<file path="config.mk">
export PLATFORM = sky130hd
export DESIGN_NAME = hazard_controller_flat
export DESIGN_NICKNAME = d
export VERILOG_FILES = /design/src/rtl/hazard_controller_if.sv /design/src/rtl/hazard_controller.sv /design/src/flat_wrapper.sv
export SDC_FILE = /design/constraint.sdc
export NUM_CORES = 1
export LEC_CHECK = 0
export CELL_PAD_IN_SITES_DETAIL_PLACEMENT = 0
export CELL_PAD_IN_SITES_GLOBAL_PLACEMENT = 1
export CORE_UTILIZATION = 30
export DETAILED_ROUTE_END_ITERATION = 16
export PLACE_DENSITY = 0.76
export SKIP_CTS_REPAIR_TIMING = 1
export SYNTH_ARGS = -nofsm -noshare
export SYNTH_HDL_FRONTEND = slang
export SYNTH_SLANG_ARGS = --single-unit
</file>
<file path="constraint.sdc">
create_clock -name clk -period 8.35 [get_ports clk]
set_input_delay 0.835 -clock clk [delete_from_list [all_inputs] [get_ports clk]]
set_output_delay 0.835 -clock clk [all_outputs]
set_load 0.1 [all_outputs]
</file>
<file path="src/rtl/hazard_controller_if.sv">
// Control bundle between the decode/pipeline datapath and the hazard controller.
// The controller side uses the slave modport; the datapath side uses master.
interface hazard_controller_if #(
    parameter int CNT_W = 16
);
    // DOF-stage decoded fields and stage status
    logic [4:0]       DA;
    logic [4:0]       AA;
    logic [4:0]       BA;
    logic             RW;
    logic             MA;
    logic             MB;
    logic             br_taken;
    logic             mem_busy;
    // Pipeline register controls
    logic             pc_hold;
    logic             ir_hold;
    logic             ir_nop;
    logic             ex_hold;
    logic             ex_nop;
    // Status
    logic [1:0]       last_action;
    logic [CNT_W-1:0] stall_cnt;
    logic [CNT_W-1:0] squash_cnt;

    modport slave (
        input  DA, AA, BA, RW, MA, MB, br_taken, mem_busy,
        output pc_hold, ir_hold, ir_nop, ex_hold, ex_nop,
        output last_action, stall_cnt, squash_cnt
    );

    modport master (
        output DA, AA, BA, RW, MA, MB, br_taken, mem_busy,
        input  pc_hold, ir_hold, ir_nop, ex_hold, ex_nop,
        input  last_action, stall_cnt, squash_cnt
    );
endinterface

</file>
<file path="src/rtl/hazard_controller.sv">
// Hazard controller for the 4-stage IF/DOF/EX/WB core without forwarding.
// Tracks the destinations in flight in EX and WB, and picks one action per
// cycle with priority FREEZE > SQUASH > STALL > RUN.
module hazard_controller #(
    parameter bit WB_BYPASS   = 1'b0,
    parameter bit ZERO_REG_EN = 1'b1,
    parameter int CNT_W       = 16
) (
    input  logic                clk,
    input  logic                rst,
    hazard_controller_if.slave  hif
);

    typedef enum logic [1:0] {
        ACT_RUN    = 2'd0,
        ACT_STALL  = 2'd1,
        ACT_SQUASH = 2'd2,
        ACT_FREEZE = 2'd3
    } action_e;

    logic             ex_rw_q, ex_rw_d;
    logic [4:0]       ex_da_q, ex_da_d;
    logic             wb_rw_q, wb_rw_d;
    logic [4:0]       wb_da_q, wb_da_d;
    action_e          last_q, last_d;
    logic [CNT_W-1:0] stall_cnt_q, stall_cnt_d;
    logic [CNT_W-1:0] squash_cnt_q, squash_cnt_d;

    logic             a_rd, b_rd, hazard;
    action_e          action;

    // A scoreboard entry blocks a read only if it really writes a non-zero register
    function automatic logic stage_match(input logic rw, input logic [4:0] da,
                                         input logic [4:0] src);
        return rw && !(ZERO_REG_EN && (da == 5'd0)) && (da == src);
    endfunction

    // RAW detection against EX (and WB unless the register file bypasses) and action select
    always_comb begin
        a_rd   = !hif.MA && !(ZERO_REG_EN && (hif.AA == 5'd0));
        b_rd   = !hif.MB && !(ZERO_REG_EN && (hif.BA == 5'd0));
        hazard = (a_rd && (stage_match(ex_rw_q, ex_da_q, hif.AA) ||
                           (!WB_BYPASS && stage_match(wb_rw_q, wb_da_q, hif.AA)))) ||
                 (b_rd && (stage_match(ex_rw_q, ex_da_q, hif.BA) ||
                           (!WB_BYPASS && stage_match(wb_rw_q, wb_da_q, hif.BA))));
        // A taken branch makes the DOF instruction wrong-path, so its hazard is moot
        if (hif.mem_busy)      action = ACT_FREEZE;
        else if (hif.br_taken) action = ACT_SQUASH;
        else if (hazard)       action = ACT_STALL;
        else                   action = ACT_RUN;
    end

    // Decode the selected action into pipeline register controls
    always_comb begin
        hif.pc_hold = 1'b0;
        hif.ir_hold = 1'b0;
        hif.ir_nop  = 1'b0;
        hif.ex_hold = 1'b0;
        hif.ex_nop  = 1'b0;
        case (action)
            ACT_FREEZE: begin
                hif.pc_hold = 1'b1;
                hif.ir_hold = 1'b1;
                hif.ex_hold = 1'b1;
            end
            ACT_SQUASH: begin
                hif.ir_nop = 1'b1;
                hif.ex_nop = 1'b1;
            end
            ACT_STALL: begin
                hif.pc_hold = 1'b1;
                hif.ir_hold = 1'b1;
                hif.ex_nop  = 1'b1;
            end
            default: ;
        endcase
    end

    // Scoreboard advance, action record and saturating counters
    always_comb begin
        ex_rw_d      = ex_rw_q;
        ex_da_d      = ex_da_q;
        wb_rw_d      = wb_rw_q;
        wb_da_d      = wb_da_q;
        stall_cnt_d  = stall_cnt_q;
        squash_cnt_d = squash_cnt_q;
        last_d       = action;
        case (action)
            ACT_FREEZE: ;
            ACT_SQUASH, ACT_STALL: begin
                // A bubble enters EX while the old EX entry moves on to WB
                wb_rw_d = ex_rw_q;
                wb_da_d = ex_da_q;
                ex_rw_d = 1'b0;
                ex_da_d = 5'd0;
                if (action == ACT_STALL) begin
                    if (stall_cnt_q != {CNT_W{1'b1}}) stall_cnt_d = stall_cnt_q + CNT_W'(1);
                end else begin
                    if (squash_cnt_q != {CNT_W{1'b1}}) squash_cnt_d = squash_cnt_q + CNT_W'(1);
                end
            end
            default: begin
                wb_rw_d = ex_rw_q;
                wb_da_d = ex_da_q;
                ex_rw_d = hif.RW;
                ex_da_d = hif.DA;
            end
        endcase
    end

    // State registers with synchronous reset
    always_ff @(posedge clk) begin
        if (rst) begin
            ex_rw_q      <= 1'b0;
            ex_da_q      <= 5'd0;
            wb_rw_q      <= 1'b0;
            wb_da_q      <= 5'd0;
            last_q       <= ACT_RUN;
            stall_cnt_q  <= '0;
            squash_cnt_q <= '0;
        end else begin
            ex_rw_q      <= ex_rw_d;
            ex_da_q      <= ex_da_d;
            wb_rw_q      <= wb_rw_d;
            wb_da_q      <= wb_da_d;
            last_q       <= last_d;
            stall_cnt_q  <= stall_cnt_d;
            squash_cnt_q <= squash_cnt_d;
        end
    end

    assign hif.last_action = last_q;
    assign hif.stall_cnt   = stall_cnt_q;
    assign hif.squash_cnt  = squash_cnt_q;

endmodule

</file>
<file path="src/flat_wrapper.sv">
// flat-port wrapper written by rule: the top's interface ports become plain ports
module hazard_controller_flat 
#(
    parameter bit WB_BYPASS   = 1'b0,
    parameter bit ZERO_REG_EN = 1'b1,
    parameter int CNT_W       = 16
)
  (clk, rst, hif_DA, hif_AA, hif_BA, hif_RW, hif_MA, hif_MB, hif_br_taken, hif_mem_busy, hif_pc_hold, hif_ir_hold, hif_ir_nop, hif_ex_hold, hif_ex_nop, hif_last_action, hif_stall_cnt, hif_squash_cnt);
  hazard_controller_if #(.CNT_W(CNT_W)) hif_i ();
  input  logic clk;
  input  logic rst;
  input wire logic [$bits(hif_i.DA)-1:0] hif_DA;
  input wire logic [$bits(hif_i.AA)-1:0] hif_AA;
  input wire logic [$bits(hif_i.BA)-1:0] hif_BA;
  input wire logic [$bits(hif_i.RW)-1:0] hif_RW;
  input wire logic [$bits(hif_i.MA)-1:0] hif_MA;
  input wire logic [$bits(hif_i.MB)-1:0] hif_MB;
  input wire logic [$bits(hif_i.br_taken)-1:0] hif_br_taken;
  input wire logic [$bits(hif_i.mem_busy)-1:0] hif_mem_busy;
  output wire logic [$bits(hif_i.pc_hold)-1:0] hif_pc_hold;
  output wire logic [$bits(hif_i.ir_hold)-1:0] hif_ir_hold;
  output wire logic [$bits(hif_i.ir_nop)-1:0] hif_ir_nop;
  output wire logic [$bits(hif_i.ex_hold)-1:0] hif_ex_hold;
  output wire logic [$bits(hif_i.ex_nop)-1:0] hif_ex_nop;
  output wire logic [$bits(hif_i.last_action)-1:0] hif_last_action;
  output wire logic [$bits(hif_i.stall_cnt)-1:0] hif_stall_cnt;
  output wire logic [$bits(hif_i.squash_cnt)-1:0] hif_squash_cnt;
  assign hif_i.DA = hif_DA;
  assign hif_i.AA = hif_AA;
  assign hif_i.BA = hif_BA;
  assign hif_i.RW = hif_RW;
  assign hif_i.MA = hif_MA;
  assign hif_i.MB = hif_MB;
  assign hif_i.br_taken = hif_br_taken;
  assign hif_i.mem_busy = hif_mem_busy;
  assign hif_pc_hold = hif_i.pc_hold;
  assign hif_ir_hold = hif_i.ir_hold;
  assign hif_ir_nop = hif_i.ir_nop;
  assign hif_ex_hold = hif_i.ex_hold;
  assign hif_ex_nop = hif_i.ex_nop;
  assign hif_last_action = hif_i.last_action;
  assign hif_stall_cnt = hif_i.stall_cnt;
  assign hif_squash_cnt = hif_i.squash_cnt;
  hazard_controller #(.WB_BYPASS(WB_BYPASS), .ZERO_REG_EN(ZERO_REG_EN), .CNT_W(CNT_W)) u_core (.clk(clk), .rst(rst), .hif(hif_i));
endmodule
</file>
### Word-level counts from Yosys, hierarchy flattened

Index checks and enable logic that the tools add are counted.

* $add $sub $neg: 2
* eq/ne operators: 9
* mux-type cells: 9
* bitwise operators: 1
* reductions and logical operators: 27

Operators by type and width (number)
* 16-bit by 1-bit adder with 16-bit output, second input constant: 2
* 16-bit != test, second input constant: 2
* 5-bit == test: 4
* 5-bit zero test: 4
* 1-bit logical AND: 10
* 5-bit case mux with 2 select lines: 1
* 1-bit zero test: 6
* 3-bit AND reduction: 2
* 1-bit two-way mux: 5
* 2-bit == test, second input constant: 2
* 2-bit two-way mux: 2
* 2-bit OR reduction: 2
* 1-bit logical OR: 3
* 2-bit by 1-bit == test with 1-bit output, second input constant: 1
* 1-bit case mux with 2 select lines: 1
* 1-bit NOT: 1

* register bits: 46
* input bits: 22
* output and inout port bits: 39

### Longest topological paths before layout

Gate-level depths: netlist of the first run.

* depth after elaboration: 13
* gate-level depth with buffers: 11
* gate-level depth less buffers: 11

### Least setup slack after synthesis of the first run

No wires, ideal clock.

* path kind: input to register
* start point: input hif_BA[1]
* end point: register u_core.stall_cnt_q[10], in the netlist u_core.hif.stall_cnt[10]
* library setup time: 0.128 ns
* data arrival time: 5.014 ns
* data required time: 8.222 ns
* setup slack: 3.208 ns
* stages on the path: 11
* path buffers: 0
* cells stage by stage: xnor2_1 nand3_1 nor4_1 o21ai_1 o211ai_1 ha_1 nand3_1 or2_2 nor3_1 xnor2_1 nor2_1

* longest elaborated chain between the ends: 11
* elaborated cells on any way between the ends: 17

Ends and longest elaborated chain
* start, declared: RTL line flat_wrapper.sv:14 `input wire logic [$bits(hif_i.BA)-1:0] hif_BA;`
* 5-bit == test or 5-bit zero test (tied branches): RTL line hazard_controller.sv:35, hazard_controller.sv:41
* 1-bit logical AND or 1-bit zero test (tied branches): RTL line hazard_controller.sv:35, hazard_controller.sv:41
* 1-bit logical OR or 1-bit logical AND (tied branches): RTL line hazard_controller.sv:44, hazard_controller.sv:41
* 1-bit logical AND (*): RTL line hazard_controller.sv:44 `(b_rd && (stage_match(ex_rw_q, ex_da_q, hif.BA) ||`
* 1-bit logical OR (*): RTL line hazard_controller.sv:43 `(!WB_BYPASS && stage_match(wb_rw_q, wb_da_q, hif.AA)))) ||`
* 1-bit two-way mux (*): RTL line hazard_controller.sv:49 `else if (hazard) action = ACT_STALL;`
* 2-bit two-way mux (*): RTL line hazard_controller.sv:48 `else if (hif.br_taken) action = ACT_SQUASH;`
* 2-bit two-way mux (*): RTL line hazard_controller.sv:47 `if (hif.mem_busy) action = ACT_FREEZE;`
* 2-bit == test or 2-bit by 1-bit == test with 1-bit output (tied branches): RTL line hazard_controller.sv:88, hazard_controller.sv:96
* 2-bit OR reduction (no source line)
* 3-bit AND reduction (no source line) (*)
* end signal, assigned: RTL line hazard_controller.sv:127 `stall_cnt_q <= stall_cnt_d;`
* end, declared: RTL line hazard_controller.sv:26 `logic [CNT_W-1:0] stall_cnt_q, stall_cnt_d;`

Mark *: on every way between the ends. The rest lies on a longest branch, timed or not.
A chain may end at the register's enable or synchronous reset.

### Worst setup path in the final report of the first run

* start point: input hif_BA[4]
* end point: output hif_ex_hold

* longest elaborated chain between the ends: 10
* elaborated cells on any way between the ends: 15

Ends and longest elaborated chain
* 5-bit == test or 5-bit zero test (tied branches): RTL line hazard_controller.sv:35, hazard_controller.sv:41
* 1-bit logical AND or 1-bit zero test (tied branches): RTL line hazard_controller.sv:35, hazard_controller.sv:41
* 1-bit logical OR or 1-bit logical AND (tied branches): RTL line hazard_controller.sv:44, hazard_controller.sv:41
* 1-bit logical AND (*): RTL line hazard_controller.sv:44
* 1-bit logical OR (*): RTL line hazard_controller.sv:43
* 1-bit two-way mux (*): RTL line hazard_controller.sv:49
* 2-bit two-way mux (*): RTL line hazard_controller.sv:48
* 2-bit two-way mux (*): RTL line hazard_controller.sv:47
* 2-bit == test (*): RTL line hazard_controller.sv:60 `case (action)`
* 1-bit two-way mux (*): RTL line hazard_controller.sv:60
* end, declared: RTL line flat_wrapper.sv:23 `output wire logic [$bits(hif_i.ex_hold)-1:0] hif_ex_hold;`

Marks and branches as above.

==> impl_summary.log, run 1 <==
[metrics] path type of the worst min-delay path: reg2reg
[metrics] terminating pin of the worst hold path: u_core.hif.squash_cnt[11]
[metrics] Port Buffer Count: 60
[metrics] share of the yosys chip area belonging to registers: 38.0%
[metrics] Die H: 91.9 µm
[metrics] crit path max fanout: 15
[metrics] tightest hold margin: 0.506 ns
[metrics] clock period minus final worst setup slack: 5.12 ns
[metrics] register bit count reported by yosys: 46
[metrics] RR Startpoint: u_core.ex_da_q[4]
[metrics] Avg Inst Size Synth: 8.66 µm²
[metrics] total track usage: 14.7%
[metrics] setup violators final: 0
[metrics] top post-synthesis cells by area: sky130_fd_sc_hd__dfxtp_1 38%, sky130_fd_sc_hd__xnor2_1 9.4%, sky130_fd_sc_hd__nor2_1 7.6%, sky130_fd_sc_hd__xor2_1 5.1%, sky130_fd_sc_hd__mux2i_1 2.9%
[metrics] via density per instance: 5.01
[metrics] Filler Cells Inserted: 820
[metrics] Row Count: 32
[metrics] launching element type of the critical path: primary input
[metrics] later-pin clock latency in the skew report: 0.30 ns
[metrics] commonest cells after routing, fill and taps aside: 60 x sky130_fd_sc_hd__clkdlybuf4s50_1, 49 x sky130_fd_sc_hd__nor2_1, 46 x sky130_fd_sc_hd__dfxtp_1
[metrics] initial antenna violation count: 0
[metrics] vias: 2210
[metrics] Net Count, Synth: 306
[metrics] remaining number of nets flagged by the antenna check after routing: 0
[metrics] Reg2Reg Depth: 10
[metrics] element type at the critical path end: output port
[metrics] HPWL reported at the end of detailed placement: 4330 µm
[metrics] required time at the worst-slack endpoint: 7.52 ns
[metrics] area fraction of the dominant cell type after synthesis: 38.0%
[metrics] count of routing violations after the opening detailed-route iteration: 94
[metrics] count of cell types in the netlist: 48
[metrics] Total Routed Length: 5890 µm
[metrics] final estimated routing congestion in global placement: 0.798
[metrics] final layout net count: 364
[metrics] die area: 8450 µm²
[metrics] hold path cells: 2
[metrics] met1 usage: 18.9%
[metrics] FMAX: 195 MHz
[metrics] setup repair after global routing missed its margin: no
[metrics] Clock Skews: 0.0106 ns
[metrics] antenna cells: 0
[metrics] Reg2Reg Capture Point: u_core.hif.stall_cnt[6]
[metrics] Lkg Pwr: 1.11 nW
[metrics] Clock H-tree levels: 2
[metrics] Root Buffer: sky130_fd_sc_hd__clkbuf_8
[metrics] Synth area leader: sky130_fd_sc_hd__dfxtp_1
[metrics] ratio of total power to cell area: 155 nW/µm²
[metrics] via count of the first global-routing pass: 2128
[metrics] share of cells above drive strength 1: 6.49%
[metrics] register-to-register path setup slack: 5.13 ns
[metrics] maximum buffer depth of the clock tree: 2
[metrics] area of the core region: 7770 µm²
[metrics] global-route wire length before repair: 10000 µm
[metrics] clock tree from TritonCTS: built
[metrics] total standard cell area after synthesis: 2420 µm²
[metrics] data arrival time of the worst path: 4.28 ns
[metrics] gate count of the mapped netlist: 280
[metrics] number of max-cap violations: 0
[metrics] global route total overflow: 0
[metrics] Post-route DRC: 0
[metrics] period utilization: 61.3%
[metrics] Slew @ Worst Pin: 1.02 ns
[metrics] result of the run: finished clean
[metrics] number of hold-slack violations in the final timing report: 0
[metrics] met3 Use GR: 3.32%
[metrics] total power: 500 µW
[metrics] area growth from synthesis to layout: 33.2%
[metrics] clock transition at the registers of the reported paths: 0.09 ns
[metrics] starting utilization of the core area: 31.2%
[metrics] kind of critical path: in2out
[metrics] TritonCTS Buffers: 5
[metrics] Pins Over Slew Limit: 0
[metrics] pin count of the biggest net entering global routing: 49
[metrics] Total Negative Setup Slacks: 0 ns
[metrics] total iterations of the first detailed-routing run: 4
[metrics] leading cell type in the layout, fill and taps excluded: sky130_fd_sc_hd__clkdlybuf4s50_1
[metrics] Synth warnings: 0
[metrics] Die Span X: 91.9 µm
[metrics] Slew headroom: 31.9%
[metrics] GRT Max-Usage Layer: met2
[metrics] routing usage on met2: 23.7%
[metrics] CTS Sinks: 46
[metrics] average routed wire per standard cell: 13.4 µm
[metrics] Hold Startpoint: u_core.hif.squash_cnt[11]
[metrics] largest vdd supply drop: 0.0761 mV
[metrics] number of primary I/O pins: 61
==> power breakdown <==
part | total (mW) | switching [mW] | internal, mW
Sequential | 0.228 | 0.00510 | 0.223
Combinational | 0.0689 | 0.0431 | 0.0258
Clock | 0.203 | 0.0755 | 0.128
==> through the flow <==
| step | instance area [µm²] | worst slack [ns] | instances | utilization (%) |
|---|---|---|---|---|
| 2_1_floorplan | 2420 | 3.21 | 280 | - |
| 3_3_place_gp | 3090 | 3.30 | 433 | 39.7 |
| 3_5_place_dp | 3090 | 3.23 | 433 | 39.7 |
| 4_1_cts | 3230 | 3.21 | 441 | 41.6 |
| 5_1_grt | 3230 | 2.98 | 441 | 41.6 |
| 6_report | 3230 | 3.23 | 441 | 41.6 |
==> area by class of cell <==
type,count,area [µm²],area share [%]
well taps,102,128,3.95
repair buffers,61,608,18.8
inverters,7,26.3,0.814
clock buffers,6,82.6,2.56
multi-input cells,217,1400,43.5
clock inverters,2,60.1,1.86
flip-flops and latches,46,921,28.5
==> sequential cells by signal, indices dropped and copies added, names as in the netlist <==
| register | cells |
|---|---|
| u_core.hif.squash_cnt | 16 |
| u_core.hif.last_action | 2 |
| u_core.hif.stall_cnt | 16 |
| u_core.ex_rw_q | 1 |
| u_core.wb_da_q | 5 |
| u_core.ex_da_q | 5 |
| u_core.wb_rw_q | 1 |
==> kinds of logic (layout without fill, tap and decap cells) <==
group,count (synthesis),after routing,synth area share [%]
AOI/OAI and AO/OA,42,42,11.6
buffers and inverters,17,76,4.13
DFF,46,46,38.0
adders and majority gates,4,4,2.06
xor gates and xnor gates,40,40,14.4
muxes,7,7,2.89
and+or+nand+nor,124,124,26.9
==> routing by layer <==
| layer | share of wire, % | vias up |
|---|---|---|
| li1 | - | 1108 |
| met1 | 48 | 1037 |
| met2 | 45 | 56 |
| met3 | 4.9 | 9 |
| met4 | 2.4 | 0 |
| met5 | 0 | - |
==> critical path: stages <==
cell and delay, ns:
sky130_fd_sc_hd__clkdlybuf4s50_1 0.54, sky130_fd_sc_hd__xnor2_1 0.14, sky130_fd_sc_hd__nand3_1 0.10, sky130_fd_sc_hd__nor4_1 0.27
sky130_fd_sc_hd__o21ai_1 0.14, sky130_fd_sc_hd__o211ai_1 0.35, sky130_fd_sc_hd__ha_1 0.65, sky130_fd_sc_hd__clkdlybuf4s50_1 1.26
==> Yosys cell counts, drive strengths merged <==
library cell and n:
ha 4, or2 3, o41ai 1, or4 4, nor4b 1, o2111ai 1
buf 4, nor3b 1, nand4b 1, o221ai 1, and2 1, mux2i 7
o31ai 1, a21oi 13, o211ai 1, o21ai 10, and4 2, or3 4
a22oi 5, nor2 50, xor2 14, nor2b 1, dfxtp 46, clkbuf 6
nand4 9, nand3b 2, nand3 12, nor4 5, a41o 1, nor3 9
and3 4, a31oi 1, a311oi 1, xnor2 26, inv 7, a211oi 4
and4b 2, nand2 12, o21bai 2, and4bb 1
==> worst max path at each step <==
stage	to	start
after CTS	hif_ex_hold	hif_BA[4]
after floorplan	u_core.hif.stall_cnt[10]	hif_BA[1]
final	hif_ex_hold	hif_BA[4]
after detailed placement	hif_ex_hold	hif_BA[4]
after global placement	hif_ex_hold	hif_BA[4]
after global routing	hif_ex_hold	hif_BA[4]
No activity file was read; power rests on OpenSTA's default activity.
==> run 2: changes to the inputs <==
clock period = 5.05 ns   (was 8.35 ns; I/O delays follow)
==> run 2 against run 1 <==
Sequential share of layout area grew 0.089 points. Non-clock buffer count unchanged. Setup slack worse by 1.8 ns. Combinational power grew 64%. Final cell count stayed put. Power up 66%. First-iteration DRC count decreased by 9.6%. Routed wire length rose by 2.2%. Count of clock-buffer cells in the layout did not move. Clock power increased by 67%.
==> impl_summary.log, run 2 (synthesized netlist as in run 1, its figures left out) <==
[metrics] starting utilization of the core area: 31.2%
[metrics] ratio of total power to cell area: 257 nW/µm²
[metrics] crit path max fanout: 15
[metrics] vias: 2201
[metrics] total track usage: 15.1%
[metrics] highest-delay cell along the critical path: sky130_fd_sc_hd__ha_1
[metrics] kind of critical path: in2out
[metrics] Total Routed Length: 6020 µm
[metrics] slowest cell delay on critical path: 0.67 ns
[metrics] pre-CTS WS: 1.43 ns
[metrics] Post-route DRC: 0
[metrics] area of the core region: 7770 µm²
[metrics] Clock Skews: 0.00770 ns
[metrics] Slew @ Worst Pin: 1.00 ns
[metrics] Root Buffer: sky130_fd_sc_hd__clkbuf_8
[metrics] CTS Sinks: 46
[metrics] total iterations of the first detailed-routing run: 5
[metrics] global route total overflow: 0
[metrics] Slew headroom: 32.9%
[metrics] via count of the first global-routing pass: 2103
[metrics] setup violators final: 0
[metrics] launching element type of the critical path: primary input
[metrics] Port Buffer Count: 60
[metrics] required time at the worst-slack endpoint: 4.55 ns
[metrics] Total Negative Setup Slacks: 0 ns
[metrics] net switching power: 207 µW
[metrics] number of hold-slack violations in the final timing report: 0
[metrics] later-pin clock latency in the skew report: 0.30 ns
[metrics] setup slack of the critical path after layout: 1.47 ns
[metrics] commonest cells after routing, fill and taps aside: 56 x sky130_fd_sc_hd__clkdlybuf4s50_1, 49 x sky130_fd_sc_hd__nor2_1, 46 x sky130_fd_sc_hd__dfxtp_1
[metrics] Row Count: 32
[metrics] die area: 8450 µm²
[metrics] antenna cells: 0
[metrics] Lkg Pwr: 1.11 nW
[metrics] Filler Cells Inserted: 807
[metrics] largest vdd supply drop: 0.144 mV
[metrics] final core area utilization: 41.4%
[metrics] power share of the clock group: 40.8%
[metrics] cell area after layout: 3220 µm²
[metrics] clock period minus final worst setup slack: 3.58 ns
[metrics] data arrival time of the worst path: 3.08 ns
[metrics] Clock H-tree levels: 2
[metrics] clock tree from TritonCTS: built
[metrics] HPWL reported at the end of detailed placement: 4450 µm
[metrics] area growth from synthesis to layout: 32.8%
[metrics] count of routing violations after the opening detailed-route iteration: 85
[metrics] remaining number of nets flagged by the antenna check after routing: 0
[metrics] cell chain of the critical path: clkdlybuf4s50_1, xnor2_1, nand3_1, nor4_1, o21ai_1, o211ai_1, ha_1, buf_4
[metrics] global-route wire length before repair: 10300 µm
[metrics] path type of the worst min-delay path: reg2reg
[metrics] number of max-cap violations: 0
[metrics] maximum buffer depth of the clock tree: 2
[metrics] relative contribution of sequential cells to total power: 45.5%
[metrics] Pins Over Slew Limit: 0
[metrics] Die Span X: 91.9 µm
[metrics] TritonCTS Buffers: 5
[metrics] final estimated routing congestion in global placement: 0.854
[metrics] period utilization: 71.0%
[metrics] average routed wire per standard cell: 13.6 µm
[metrics] share of cells above drive strength 1: 7.67%
[metrics] FMAX: 279 MHz
[metrics] initial antenna violation count: 0
[metrics] leading cell type in the layout, fill and taps excluded: sky130_fd_sc_hd__clkdlybuf4s50_1
[metrics] internal power: 622 µW
[metrics] final layout net count: 364
[metrics] sequential standard cell area: 921 µm²
[metrics] pin count of the biggest net entering global routing: 44
[metrics] placed cell areas: 3080 µm²
[metrics] combinational cell fraction of total power: 13.7%
[metrics] result of the run: finished clean
[metrics] setup repair after global routing missed its margin: no
[metrics] net switching fraction of the power: 25.0%
[metrics] area used by multi-input combinational logic: 1400 µm²
[metrics] element type at the critical path end: output port
[metrics] clock transition at the registers of the reported paths: 0.09 ns
[metrics] Die H: 91.9 µm
[metrics] via density per instance: 4.99
[metrics] number of primary I/O pins: 61
-- run 2: changes by cell type in the layout (fill, tap and decap cells not counted), sizes merged --
cell           before  now
buf                 1    5
clkdlybuf4s50      60   56
-- run 2: power by group through the flow --
stage,clock network (mW),registers (mW),logic [mW]
2_1_floorplan,0,0.400,0.0608
3_3_place_gp,0,0.386,0.112
3_5_place_dp,0,0.386,0.114
4_1_cts,0.347,0.377,0.114
5_1_grt,0.362,0.378,0.122
6_report,0.338,0.377,0.113
-- run 2: worst max-delay path: cells and delay by family --
family                     cells  cell delay (ns)
adders and majority gates      1             0.67
buffers and inverters          2             0.95
and+or+nand+nor                2             0.36
xor gates and xnor gates       1             0.14
AOI/OAI and AO/OA              2             0.45
-- run 2: final timing paths --
path	cells after the start	end	from	slack [ns]
setup reg to reg	11	u_core.hif.stall_cnt[8]	u_core.wb_da_q[4]	1.87
hold reg to reg	2	u_core.hif.squash_cnt[11]	u_core.hif.squash_cnt[11]	0.51
hold / removal	2	u_core.hif.squash_cnt[11]	u_core.hif.squash_cnt[11]	0.51
setup / recovery	8	hif_ex_hold	hif_BA[4]	1.47
-- run 2: final cells by class --
| cell class | count | share of cell area, % |
|---|---|---|
| tap | 102 | 3.96 |
| multi-input combinational | 217 | 43.6 |
| clock buffer | 6 | 2.57 |
| inverter | 7 | 0.816 |
| clock inverter | 2 | 1.87 |
| sequential | 46 | 28.6 |
| timing repair buffer | 61 | 18.6 |
-- run 2: metal layers --
layer,vias to the layer above,global-route usage (%),wire (µm)
met5,-,0,0
met4,0,5.34,48
met3,7,3.57,379
met2,62,24.2,2740
met1,1020,19.8,2850
li1,1112,-,-
-- run 2: stage by stage --
step | total power, mW | instances | hold WS (ns)
3_3_place_gp | 0.498 | 433 | 0.475
6_report | 0.829 | 441 | 0.512
5_1_grt | 0.862 | 441 | 0.535
2_1_floorplan | 0.461 | 280 | 0.457
4_1_cts | 0.839 | 441 | 0.502
3_5_place_dp | 0.499 | 433 | 0.482
